File: src/rtl/fetch_queue.sv
// rtl/fetch_queue.sv - RV32I fetch stage: owns fetch PC, buffers {pc, inst} pairs for decode.
// Optional FETCH_BYPASS_EN: an empty queue forwards the memory word to decode in the same cycle.
module fetch_queue #(
    parameter logic [31:0] RESET_PC = 32'h0000_0000,
    parameter int          DEPTH    = 4
) (
    input  logic        clk,
    input  logic        rst,
    output logic [31:0] imem_addr,
    input  logic [31:0] imem_inst,
    input  logic        redirect_valid,
    input  logic [31:0] redirect_pc,
    output logic        dec_valid,
    input  logic        dec_ready,
    output logic [31:0] dec_inst,
    output logic [31:0] dec_pc,
    output logic [31:0] fetch_pc_out
);
    localparam int              AW     = $clog2(DEPTH);
    localparam int              CW     = AW + 1;
    localparam logic [CW-1:0]   FULL_C = CW'(DEPTH);

    logic [31:0]   pc_q, pc_d;
    logic [AW-1:0] rd_q, rd_d;
    logic [AW-1:0] wr_q, wr_d;
    logic [CW-1:0] cnt_q, cnt_d;

    logic [31:0]   inst_mem [DEPTH];
    logic [31:0]   pc_mem   [DEPTH];

    logic          fifo_valid;
    logic          bypass;
    logic          bypass_take;
    logic          pop;
    logic          push;
    logic          unused_redirect_lsbs;

    // RV32I has no compressed instructions, so the target's low bits are dropped.
    assign unused_redirect_lsbs = ^redirect_pc[1:0];

    assign imem_addr    = pc_q;
    assign fetch_pc_out = pc_q;
    assign fifo_valid   = (cnt_q != '0);

`ifdef FETCH_BYPASS_EN
    assign bypass = ~fifo_valid & ~redirect_valid;
`else
    assign bypass = 1'b0;
`endif

    assign bypass_take = bypass & dec_ready;
    assign pop         = fifo_valid & dec_ready & ~redirect_valid;
    assign push        = ~redirect_valid & ~bypass_take & ((cnt_q != FULL_C) | pop);

    always_comb begin
        dec_valid = 1'b0;
        dec_inst  = '0;
        dec_pc    = '0;
        if (fifo_valid) begin
            dec_valid = 1'b1;
            dec_inst  = inst_mem[rd_q];
            dec_pc    = pc_mem[rd_q];
        end else if (bypass) begin
            dec_valid = 1'b1;
            dec_inst  = imem_inst;
            dec_pc    = pc_q;
        end
    end

    always_comb begin
        pc_d  = pc_q;
        rd_d  = rd_q;
        wr_d  = wr_q;
        cnt_d = cnt_q;
        if (redirect_valid) begin
            pc_d  = {redirect_pc[31:2], 2'b00};
            rd_d  = '0;
            wr_d  = '0;
            cnt_d = '0;
        end else begin
            if (push || bypass_take) begin
                pc_d = pc_q + 32'd4;
            end
            if (push) begin
                wr_d = wr_q + AW'(1);
            end
            if (pop) begin
                rd_d = rd_q + AW'(1);
            end
            if (push && !pop) begin
                cnt_d = cnt_q + CW'(1);
            end else if (pop && !push) begin
                cnt_d = cnt_q - CW'(1);
            end
        end
    end

    always_ff @(posedge clk) begin
        if (rst) begin
            pc_q  <= RESET_PC;
            rd_q  <= '0;
            wr_q  <= '0;
            cnt_q <= '0;
        end else begin
            pc_q  <= pc_d;
            rd_q  <= rd_d;
            wr_q  <= wr_d;
            cnt_q <= cnt_d;
        end
    end

    // Entry storage needs no reset: count gates every read.
    always_ff @(posedge clk) begin
        if (!rst && push) begin
            inst_mem[wr_q] <= imem_inst;
            pc_mem[wr_q]   <= pc_q;
        end
    end
endmodule

File: config.mk
export PLATFORM = sky130hd
export DESIGN_NAME = fetch_queue
export DESIGN_NICKNAME = d
export VERILOG_FILES = /design/src/rtl/fetch_queue.sv
export SDC_FILE = /design/constraint.sdc
export NUM_CORES = 1
export LEC_CHECK = 0
export CORE_ASPECT_RATIO = 0.6
export CORE_MARGIN = 2
export CORE_UTILIZATION = 40
export DETAILED_ROUTE_END_ITERATION = 6
export MAX_ROUTING_LAYER = met4
export PLACE_DENSITY = 0.64
export SYNTH_ARGS = -nofsm -noshare
export SYNTH_HDL_FRONTEND = slang
export SYNTH_SLANG_ARGS = --single-unit
File: constraint.sdc
create_clock -name clk -period 6.5 [get_ports clk]
set_clock_uncertainty 0.1 [all_clocks]
set_input_delay 1.3 -clock clk [delete_from_list [all_inputs] [get_ports clk]]
set_output_delay 1.3 -clock clk [all_outputs]
set_load 0.005 [all_outputs]
== Word-level counts from Yosys, hierarchy flattened ==
Memories as Yosys holds them, arrays and structs flattened. A register that Yosys moved wholly into a read port is not among the register bits.
Cells that the tools add are included.

* Flip-flop bits (word level): 39
* Memory bits (writable): 256
* Bits of input ports: 68
* Output and inout bits: 129
* Memories kept: 2

{| class="wikitable"
|+ Memories
! name !! depth !! bits a word !! rd ports !! clocked after Yosys merged registers in !! write ports !! RTL line !! text
|-
| inst_mem || 4 || 32 || 1 || 1 || 1 || 28 || <nowiki>logic [31:0] inst_mem [DEPTH];</nowiki>
|-
| pc_mem || 4 || 32 || 1 || 1 || 1 || 29 || <nowiki>logic [31:0] pc_mem [DEPTH];</nowiki>
|}

* Add/sub/neg operators: 5
* Equal/unequal tests: 1
* Multiplexer cells: 13
* Bitwise logic cells: 5
* Reduce and logical (&&, ||, !) cells: 10

{| class="wikitable"
|+ Operators with widths
! operator !! count
|-
| $mux 32 || 4
|-
| $add 32x3->32 const B || 1
|-
| $mux 2 || 4
|-
| $mux 3 || 2
|-
| $add 2x1->2 const B || 2
|-
| $reduce_bool 2->1 || 2
|-
| $add 3x1->3 const B || 1
|-
| $and 1x1->1 || 3
|-
| $logic_and 1x1->1 || 3
|-
| $logic_not 1->1 || 3
|-
| $mux 1 || 3
|-
| $ne 3x3->1 const B || 1
|-
| $reduce_bool 3->1 || 1
|-
| $sub 3x1->3 const B || 1
|-
| $reduce_or 2->1 || 1
|-
| $not 1->1 || 1
|-
| $or 1x1->1 || 1
|}

== Longest topological paths before layout ==
* Depth in word-level cells: 9
* Mapped depth: 9
* Gate-level depth less buffers: 8

== Worst setup path after synthesis ==
Ideal clock, no wire load.

* Path kind: input -> register
* Start: input rst
* End: memory inst_mem[0][0] (enable)
* Setup time: 0.426 ns
* Arrival time: 3.794 ns
* Slack: 2.179 ns
* Stages on the path: 5
* Cells stage by stage: clkbuf_1 or2_2 clkbuf_1 nor2_1 and2_1

* Longest elaborated chain between the ends: 4

{| class="wikitable"
|+ Ends and longest elaborated chain
! item !! RTL line !! text
|-
| start, declared || 8 || <nowiki>input logic rst,</nowiki>
|-
| $logic_not 1->1 || 114 || <nowiki>if (!rst && push) begin</nowiki>
|-
| $logic_and 1x1->1 || 114 ||
|-
| $mux 1 || 114 ||
|-
| $mux 1 (implied by the code) || 115 || <nowiki>inst_mem[wr_q] <= imem_inst;</nowiki>
|-
| end, declared || 28 ||
|}

Every way passes these cells.

==> flow_metrics.py <==
metrics = {
    "clock_network": {
        "clock_tree.htree_level_count": 1,
        "cts_root_buf": "clkbuf_16",
        "clkLatencyLatePin_ps": 550,
        "hold_buffers": 0,
        "max-clock-path-buffers": 3,
        "clock-sinks": 287,
        "cts_made_buffers": 28,
        "cts_tree": "yes",
        "path_clk_slew_ps": 60,
        "postCtsSetupRepairBufs": 0,
        "cts.repair.resized": 0,
    },
    "job": {
        "drv_cap": 0,
    },
    "setup_path": {
        "cp-end-kind": "output pin",
        "path_max_fanout": 28,
        "crit_path_start_kind": "flop",
        "rrSetupSlack_ps": 3750,
        "critical_path_arrival_ps": 2840,
        "crit_type": "reg2out",
        "r2r-start": "cnt_q[0]",
        "r2r_end": "inst_mem[2][29]",
        "worstPathRequired_ps": 5100,
        "reg2regPathDepth": 3,
    },
    "min_path": {
        "hold_class": "reg2reg",
        "hold_path_depth": 2,
        "whs_endpoint": "wr_q[1]",
        "hold_start": "wr_q[1]",
    },
    "synthesis": {
        "yosysTopAreaCellShare_pct": 61.83,
        "synthTopCellsByArea": "edfxtp_1 62%, mux4_2 12%, dfxtp_1 6.5%",
        "ys_ff_latch": 287,
        "synth_area_per_cell_um2": 16.28,
        "synth-edff-count": 248,
        "synth_cell_types": 52,
        "syn_inst": 740,
        "yosys.area.top_type": "edfxtp_1",
        "syn_area_um2": 12040,
        "ys.flop_type": "edfxtp_1",
        "yosysWarnings": 0,
        "ys_seq_area_share_pct": 68.31,
        "ys_async_sr_fraction_pct": 0,
    },
    "route": {
        "num_vias": 7110,
        "drc": 0,
        "routed_wl_um": 28550,
        "detail-route-antenna-nets": 0,
        "drt-initial-drc-count": 560,
        "first_pass_iters": 4,
        "wl_per_cell_um": 21.59,
        "viasPerCell": 5.378,
    },
    "place": {
        "place_ws_ps": 2050,
        "dp_hpwl_um": 17280,
        "place_congestion": 0.7969,
        "io_buffer_count": 188,
    },
    "sta": {
        "min_period_over_period_pct": 65.30,
        "rsz0062_at_grt": "false",
        "slew-limit-headroom_pct": 29.69,
        "setup_viol": 0,
        "fmax_mhz": 235.6,
        "tns_ps": 0,
        "worst_slack_ps": 2255,
        "drv_slew": 0,
        "hold_violations": 0,
        "timing.final.crit_period_ps": 4245,
        "holdWs_ps": 405.2,
        "tightestPinTransition_ps": 1055,
    },
    "die": {
        "die_x_um": 228.0,
        "die_area_um2": 31560,
        "core_area_um2": 29800,
        "num_rows": 49,
        "die_h_um": 138.4,
        "ios": 197,
        "initial_core_util_pct": 40.42,
    },
    "pwr": {
        "power_density_nw_per_um2": 271.2,
        "ir_drop_v": 0.0001663,
        "p_leak_nw": 4.706,
    },
    "global_route": {
        "grt_pass1_wl_um": 43610,
        "grt_pass1_vias": 7303,
        "grt.total_usage_pct": 18.49,
        "grt_remaining_overflow": 0,
        "antenna_found_initial": 0,
        "grt_max_degree": 64,
    },
    "cells_and_area": {
        "synthToLayoutAreaGrowth_pct": 24.64,
        "n_antenna_cell": 0,
        "drive_gt1_share_pct": 13.68,
        "nets": 967,
    },
    "outcome": {
        "status": "complete, no violations",
    },
}
[power by group]
group	switching (mW)	leakage, nW	internal, mW
logic	0.156	1.67	0.210
clock network	0.675	0.437	0.920
registers	0.0564	2.60	2.05
total	0.887	4.71	3.18
[layer usage]
layer | vias up | share of wire (%) | global-route usage [%]
met5 | - | 0 | -
met4 | 0 | 1.7 | 3.612
met3 | 43 | 5.0 | 3.383
met2 | 215 | 46 | 27.86
met1 | 3653 | 48 | 26.54
li1 | 3199 | - | -
[Yosys cell counts, types with 5 or more instances]
library cell and n:
or4_1 10, nand2_1 19, buf_4 36, a211oi_1 10, and4_1 5, nor2_1 29
o31ai_1 6, a21oi_1 5, or3_1 8, a31oi_1 7, o211ai_1 8, mux4_2 62
a311oi_1 10, xor2_1 7, buf_2 10, and2_1 72, edfxtp_1 248, inv_1 10
o21ai_0 15, dfxtp_1 39, nand4_1 12, nand3_1 18, nor3_1 9, clkbuf_1 28
ha_1 6
[final cells by class]
type / instances / area (um^2)
clock inverter: 12 / 111.4
timing repair buffer: 196 / 1967
multi-input combinational: 369 / 3363
inverter: 10 / 37.54
sequential: 287 / 8235
clock buffer: 40 / 787.0
tap: 408 / 510.5
fill: 2539 / 14780
[registers in the layout (all words and copies together) (netlist names), named ones only]
| signal | cells |
|---|---|
| rd_q | 2 |
| cnt_q | 3 |
| inst_mem | 128 |
| fetch_pc_out | 30 |
| wr_q | 2 |
| pc_mem | 120 |
[critical path: stages, from the launching register on]
cell             delay [ps]
dfxtp_4                 470
buf_4                   540
mux4_2                  580
and2_1                  160
clkdlybuf4s50_1         500
[logic make-up after synthesis]
kind of cell,share of synthesized area (%)
AND/OR/NAND/NOR,9.807
buffers and inverters,4.010
multiplexers,11.68
flip-flops,68.31
XOR/XNOR,0.7999
adder cells (fa/ha/maj),0.7895
AO/OA/AOI/OAI,4.571
other,0.03114
[stage by stage]
stage	util, %	cell area [um^2]	cells	total power [mW]
after floorplan	-	12060	745	2.295
after global placement	47.37	14110	1270	2.516
after detailed placement	47.37	14110	1270	2.521
after CTS	50.38	15010	1322	4.116
after global routing	50.38	15010	1322	4.212
final	50.38	15010	1322	4.072
[layout by cell type (no fill, tap or decap), types with 3 or more instances in the layout]
| master | n |
|---|---|
| dfxtp_1 | 37 |
| o211ai_1 | 8 |
| nor3_1 | 9 |
| a21oi_1 | 5 |
| or2_2 | 3 |
| a32oi_1 | 4 |
| nor2_1 | 29 |
| nand2_1 | 19 |
| buf_4 | 6 |
| and2_4 | 4 |
| and4_1 | 5 |
| nand4_1 | 12 |
| xor2_1 | 7 |
| nand3_1 | 18 |
| xnor2_1 | 4 |
| conb_1 | 6 |
| and2_1 | 68 |
| a31oi_1 | 7 |
| o21ai_0 | 15 |
| a311oi_1 | 10 |
| o31ai_1 | 6 |
| o311ai_0 | 4 |
| a211oi_1 | 10 |
| inv_1 | 10 |
| edfxtp_1 | 248 |
| nor4_1 | 4 |
| clkinv_2 | 4 |
| clkinv_1 | 4 |
| mux4_2 | 62 |
| ha_1 | 6 |
| clkbuf_1 | 9 |
| or3_1 | 7 |
| and3_1 | 4 |
| clkbuf_16 | 29 |
| clkdlybuf4s50_1 | 188 |
| or4_1 | 10 |
[worst max path at each step]
stage	slack, ps	end	from
after floorplan	2180	inst_mem[0][0]	rst
after global placement	2080	inst_mem[2][27]	rst
after CTS	2180	dec_pc[31]	flop
after global routing	2040	dec_pc[31]	flop
final	2260	dec_pc[31]	flop
after detailed placement	2050	inst_mem[2][21]	rst
Note: power is estimated with default switching activity, not from simulation.
